==> config.mk <==
export PLATFORM = sky130hd
export DESIGN_NAME = mem_responder
export DESIGN_NICKNAME = d
export VERILOG_FILES = /design/src/rtl/mem_responder.sv
export SDC_FILE = /design/constraint.sdc
export NUM_CORES = 2
export LEC_CHECK = 0
export ABC_AREA = 1
export BUFFER_PORTS_ARGS = -buffer_cell sky130_fd_sc_hd__buf_2
export CORE_MARGIN = 2
export CORE_UTILIZATION = 45
export DETAILED_ROUTE_END_ITERATION = 8
export SETUP_SLACK_MARGIN = 0.15
export SLEW_MARGIN = 25
export SYNTH_ARGS = -nofsm -noshare
export SYNTH_HDL_FRONTEND = slang
export SYNTH_SLANG_ARGS = --single-unit
==> constraint.sdc <==
create_clock -name clk -period 15.6 [get_ports clk]
set_clock_uncertainty 0.1 [all_clocks]
set_input_delay 3.9 -clock clk [delete_from_list [all_inputs] [get_ports clk]]
set_output_delay 3.9 -clock clk [all_outputs]
set_load 0.02 [all_outputs]
==> src/rtl/mem_responder.sv <==
`default_nettype none
// ============================================================================
// mem_responder: unified-RAM memory responder with req/ack handshake,
// fixed wait states and a side-load port for preloading before CPU release.
// Revision: 1.0
// ============================================================================
module mem_responder #(
  parameter int ADDR_W      = 8,
  parameter int DATA_W      = 8,
  parameter int WAIT_CYCLES = 2
) (
  input  logic              clk,
  input  logic              reset,
  input  logic              req,
  input  logic              we,
  input  logic [ADDR_W-1:0] addr,
  input  logic [DATA_W-1:0] wdata,
  output logic [DATA_W-1:0] rdata,
  output logic              ack,
  output logic              busy,
  input  logic              load_en,
  input  logic [ADDR_W-1:0] load_addr,
  input  logic [DATA_W-1:0] load_data
);

  localparam logic [3:0] c_wait_cycles = 4'(WAIT_CYCLES);

  typedef enum logic [1:0] {
    ST_IDLE = 2'd0,
    ST_WAIT = 2'd1,
    ST_RESP = 2'd2
  } state_t;

  state_t            r_state;
  logic              r_we;
  logic [ADDR_W-1:0] r_addr;
  logic [DATA_W-1:0] r_wdata;
  logic [3:0]        r_cnt;
  logic [DATA_W-1:0] r_mem [0:(1<<ADDR_W)-1];

  logic              w_mem_we;
  logic [ADDR_W-1:0] w_mem_addr;
  logic [DATA_W-1:0] w_mem_wdata;

  // Single RAM write port shared by store commit (end of RESP) and side load.
  always_comb begin
    w_mem_we    = 1'b0;
    w_mem_addr  = load_addr;
    w_mem_wdata = load_data;
    if (r_state == ST_RESP && r_we) begin
      w_mem_we    = 1'b1;
      w_mem_addr  = r_addr;
      w_mem_wdata = r_wdata;
    end else if (r_state == ST_IDLE && !req && load_en) begin
      w_mem_we    = 1'b1;
    end
  end

  always_ff @(posedge clk) begin
    if (reset && w_mem_we) begin
      r_mem[w_mem_addr] <= w_mem_wdata;
    end
  end

  always_ff @(posedge clk) begin
    if (!reset) begin
      r_state <= ST_IDLE;
      ack     <= 1'b0;
      busy    <= 1'b0;
      rdata   <= '0;
      r_cnt   <= 4'd0;
      r_we    <= 1'b0;
      r_addr  <= '0;
      r_wdata <= '0;
    end else begin
      case (r_state)
        ST_IDLE: begin
          if (req) begin
            r_we    <= we;
            r_addr  <= addr;
            r_wdata <= wdata;
            r_cnt   <= 4'd0;
            busy    <= 1'b1;
            if (c_wait_cycles == 4'd0) begin
              // No wait states: read straight from the live address.
              r_state <= ST_RESP;
              ack     <= 1'b1;
              if (!we) rdata <= r_mem[addr];
            end else begin
              r_state <= ST_WAIT;
            end
          end
        end
        ST_WAIT: begin
          r_cnt <= r_cnt + 4'd1;
          if (r_cnt + 4'd1 == c_wait_cycles) begin
            r_state <= ST_RESP;
            ack     <= 1'b1;
            if (!r_we) rdata <= r_mem[r_addr];
          end
        end
        ST_RESP: begin
          r_state <= ST_IDLE;
          ack     <= 1'b0;
          busy    <= 1'b0;
          r_cnt   <= 4'd0;
        end
        default: begin
          r_state <= ST_IDLE;
          ack     <= 1'b0;
          busy    <= 1'b0;
        end
      endcase
    end
  end

endmodule
`default_nettype wire

---- After elaboration in Yosys (flattened, before gate mapping) ----
Memories as Yosys holds them, arrays and structs flattened. A register that Yosys moved wholly into a read port is not among the register bits.
Index checks and enable logic that the tools add are counted.
cells by class
  add/subtract/negate cells ............... 1
  eq/ne operators ......................... 5
  multiplexer cells ....................... 15
  bitwise gates (word level) .............. 3
  reductions and logical operators ........ 14
operator list
  kind                   count
  $mux W8                2
  $pmux W4 S3            1
  $reduce_and A2 Y1      5
  $mux W1                6
  $add A4 B1 Y4 const B  1
  $eq A4 B2 Y1 const B   1
  $logic_and A1 B1 Y1    4
  $mux W2                2
  $mux W4                1
  $ne A2 B2 Y1 const B   2
  $pmux W1 S2            2
  $pmux W2 S2            1
  $not A1 Y1             3
  $reduce_and A3 Y1      1
  $reduce_bool A3 Y1     1
  $eq A2 B1 Y1 const B   1
  $eq A2 B2 Y1 const B   1
  $logic_not A1 Y1       2
  $logic_not A2 Y1       1
storage, ports and cells
  register bits after elaboration ......... 25
  bits in writable memories ............... 2,048
  input port bits ......................... 37
  output and inout port bits .............. 10
  word-level logic and storage cells ...... 46
  memories kept ........................... 1
memory list
  name   depth  bits a word  read ports  clocked after memory_dff  wr ports  RTL line  text
  r_mem  256    8            1           1                         1         39        logic [DATA_W-1:0] r_mem [0:(1<<ADDR_W)-1];

---- Depth between registers and ports, before layout ----
  word-level depth ........................ 8
  depth in mapped cells ................... 17
  depth with buffers taken out ............ 13

---- Worst setup path after synthesis ----
Ideal clock, no wire load.
  path type ............................... reg2reg
  from .................................... reg r_state[1]
  to ...................................... mem r_mem[0][0] (data pin)
  arrival time ............................ 10.808 ns
  data required time ...................... 13.311 ns
  slack ................................... 2.503 ns
  cell stages (with the launch flop) ...... 5
  buffers on the path ..................... 2
  clock period less this slack ............ 13.097 ns
  cell sequence ........................... dfxtp_1 nand3_2 buf_2 clkbuf_1 o21ai_0
on the way
  longest elaborated chain between the ends .. 3
RTL lines
  element                   RTL line  text
  start: declaration        34        state_t r_state;
  start signal: assignment  67        r_state <= ST_IDLE;
  start signal: assignment  86        r_state <= ST_RESP;
  start signal: assignment  90        r_state <= ST_WAIT;
  $eq A2 B2 Y1              50        if (r_state == ST_RESP && r_we) begin
  $logic_and A1 B1 Y1       50
  $mux W8                   50
  named net w_mem_wdata[0]  43        logic [DATA_W-1:0] w_mem_wdata;
  end: declaration          39
The timed path passes the listed nets, and every way through them passes these cells.

---- Worst setup path after layout ----
  from .................................... in reset
  to ...................................... mem r_mem[128][4] (enable)
on the way
  longest elaborated chain between the ends .. 3
RTL lines
  element                        RTL line  text
  start: declaration             13        input logic reset,
  $logic_and A1 B1 Y1            60        if (reset && w_mem_we) begin
  $mux W1                        60
  $mux W1 (implied by the code)  61        r_mem[w_mem_addr] <= w_mem_wdata;
Every way passes these cells.

==> summary by stage <==
Outcome
The flow ran to the end, and the final reports show no timing, DRC or antenna violations.

GRT
For this run the aggregate overflow at the end of global routing stands at 0. The number of global-route vias before repair is 53060. In the global route stage, overall resource usage came out at 0.2451.

The initial antenna violation count is 9. The first global-routing pass estimated 349000 um of wire. Entering global routing, the biggest net connects 269 pins.

Logic synthesis
The synthesized netlist net count is 7227. By area, the combinational part of the netlist is dominated by simple AND/OR/NAND/NOR gates. The area fraction in compound gates after synthesis came to 0.004624. Of the total synthesized cell area, the portion taken by AND, OR, NAND and NOR gates is 0.2286. The distinct cell type count after synthesis is 29. Synthesis inferred 2081 register bits. The portion of the post-synthesis area used by sequential elements is 0.7339. The area of the mapped netlist is 0.08470 sq mm.

By area the synthesized netlist is led by sky130_fd_sc_hd__edfxtp_1 73%, sky130_fd_sc_hd__nand3_1 12%, sky130_fd_sc_hd__nand2_1 9.5%. Of the total synthesized cell area, the portion taken by full adders, half adders and majority gates is 0.0002954. During synthesis, Yosys emitted a total of 0 warnings. The multiplexer fraction of the synthesized cell area is 0. The portion of synthesized cell area occupied by the leading cell type is 0.7261.

The cell type with the highest aggregate area in the netlist is sky130_fd_sc_hd__edfxtp_1. The parity-gate share of the synthesized area counting xor and xnor cells is 0.0002068. The average instance area after synthesis is 11.78 sq um. The number of instances in the synthesized netlist is 7188.

Finish
The number of nets in the final layout is 7077. The layout cell share with drive strength beyond 1 is 0.06854. The final instance count without filler cells is 9718.

Leaving out fill and tap cells, the most frequent cell in the layout is sky130_fd_sc_hd__nand2_1. The flip-flop and latch area is 0.06218 sq mm. The number of filler cells placed in the layout is 16330. The top cell types in the final layout, fill and taps aside, are 2140 x sky130_fd_sc_hd__nand2_1, 2048 x sky130_fd_sc_hd__edfxtp_1, 2025 x sky130_fd_sc_hd__nand3_1, 290 x sky130_fd_sc_hd__nor2_1, 211 x sky130_fd_sc_hd__clkbuf_16. The area growth from synthesis to layout is 10.28%.

The combined area of the multi-input logic cells is 0.01991 sq mm.

Floorplan
The chip height is 437.9 um. During I/O placement, the number of pins put on the boundary was 47. The initial utilization of the core area, before any placement, comes to 0.4520. The area of the die is 0.1917 sq mm. The number of rows in the core area is 159. The width of the chip is 437.9 um. The region available for standard cell placement spans 0.1874 sq mm.

Critical path
The slowest cell on the critical path is sky130_fd_sc_hd__nand2_1. In this run the worst path has a maximum fanout of 27. By startpoint and endpoint, the worst setup path is classified as primary input to flop. For the worst setup path, the data required time is 15.98 ns. The largest single stage delay on the critical path is 0.84 ns. Traced cell by cell, the critical path runs through buf_2 > clkinv_1 > a21oi_4 > nand2_1 > buf_4 > nor2_1.

STA classifies the critical path startpoint as a primary input. The worst endpoint data arrival time is 7.47 ns. STA classifies the critical path endpoint as a flop.

Clocking
Hold repair after CTS inserted 0 buffers. TritonCTS built the clock tree. The number of setup buffers added after CTS is 0. CTS placed an instance of sky130_fd_sc_hd__clkbuf_16 at the clock tree root. For the worst-skew pair, the clock arrives at the later sink with an insertion delay of 0.86 ns. The number of buffers created by CTS is 207. Clock-pin slew was measured on the worst setup and hold paths at 0.06 ns. The clock net sink count is 2081. The number of buffers between clock root and the deepest sink is 3. In this run, post-CTS repair resized a total of 0 instances.

The H-tree depth is 4.

Place
The post-detailed-placement half-perimeter wirelength is 134400 um. The number of placed cells counting well taps is 9322. The count of buffers added on input and output ports is 46. The final weighted congestion of routability-driven global placement is 0.9023.

Detailed routing
After detailed routing, the number of remaining DRC violations is 0. The via count of the routed design is 55620. Summed over all layers, the routed wires come to 238800 um. The detailed router finished its first iteration with 7355 violations. The ratio of routed vias to standard cells is 5.724. The length of the first detailed-routing pass in iterations is 8. After detailed routing, the average wire length per cell comes to 24.58 um.

The remaining antenna violation count is 0.

Pwr
The sum of internal, switching and leakage power is 12.23 mW. The power per cell area is 130.9 mW/mm^2. The worst IR drop on VDD is 0.1252 mV. The static leakage is 31.99 nW.

STA
At the pin with the least slew margin, the transition time is 1.185 ns. In the final timing run, aggregate negative setup slack is 0 ns. The worst path in the final design needs a cycle of 7.097 ns, including I/O delays and setup.

For this run, the top clock speed supported by timing is 140.9 MHz. In the finished design, the share of the clock period the worst path needs comes to 0.4550. The total count of hold-check failures in the final report is 0. The max-slew violation total from the final report is 0. The worst slew margin relative to its limit is 0.2070.

Setup repair after global routing left no endpoint under its margin. The hold slack is 0.3634 ns. Setup violations remaining at the end of the flow were counted as 0.

Run
The number of max-capacitance violations reported is 0.

Worst hold path
The worst hold path belongs to the class flop to flop.
cell type report:
cell class	count	share of cell area
flip-flops and latches	2081	0.6656
multi-input cells	4545	0.2131
clock buffers	246	0.05793
well taps	2495	0.03342
clock inverters	147	0.01548
repair buffers	134	0.01117
inverters	69	0.003228
diodes	1	0.00002679
per-stage QoR:
stage,area [sq um],util,worst slack (ns)
2_1_floorplan,84700,-,2.503
3_3_place_gp,86490,0.4615,7.709
3_5_place_dp,86490,0.4615,7.703
4_1_cts,93350,0.4981,8.613
5_1_grt,93410,0.4984,8.384
6_report,93410,0.4984,8.503
cell families after synthesis:
logic type	Yosys count
buffers and inverters	562
adders and majority gates	2
and+or+nand+nor	4474
AOI/OAI and AO/OA	67
DFF	2081
xor gates and xnor gates	2
path summary, 6_finish.rpt:
path,startpoint,to,slack (ns),cells past startpoint
hold / removal,ack,ack,0.36,2
setup reg to reg,r_addr[0],rdata[1],9.49,16
setup / recovery,reset,r_mem[128][4],8.50,6
hold reg to reg,ack,ack,0.36,2
power breakdown:
part	total, mW	internal [mW]	switching (mW)
clock network	5.00	2.84	2.17
logic	1.06	0.246	0.816
registers	6.16	6.15	0.0171
total	12.2	9.23	3.00
critical path: cells and delay by family:
kind                   cells  cell delay, ns
AOI/OAI and AO/OA          1            0.75
buffers and inverters      3            1.36
and+or+nand+nor            2            1.39
registers in the layout, indices dropped and copies added, names as in the netlist, 2 cells and up:
register and cells:
r_mem 2048, r_cnt 4, r_addr 8, rdata 8
r_state 2, r_wdata 8
cell usage after synthesis (all sizes together):
| cell type | n |
|---|---|
| o21a | 8 |
| buf | 426 |
| o21bai | 1 |
| nand3 | 2027 |
| or2 | 2 |
| inv | 66 |
| clkbuf | 67 |
| nor2 | 295 |
| dfxtp | 33 |
| clkinv | 3 |
| edfxtp | 2048 |
| and2 | 1 |
| xor2 | 2 |
| a21oi | 24 |
| o21ai | 34 |
| ha | 2 |
| nand2 | 2148 |
| nor3 | 1 |
metal layers:
metal	vias up	track usage	part of all wire	wire length (um)
met5	-	0	0.000059	14
met4	2	0.09744	0.041	9770
met3	474	0.03843	0.082	19620
met2	2664	0.3894	0.47	111100
met1	27270	0.3395	0.41	98290
li1	25210	-	-	-
Power figures use the tool's default switching activity.
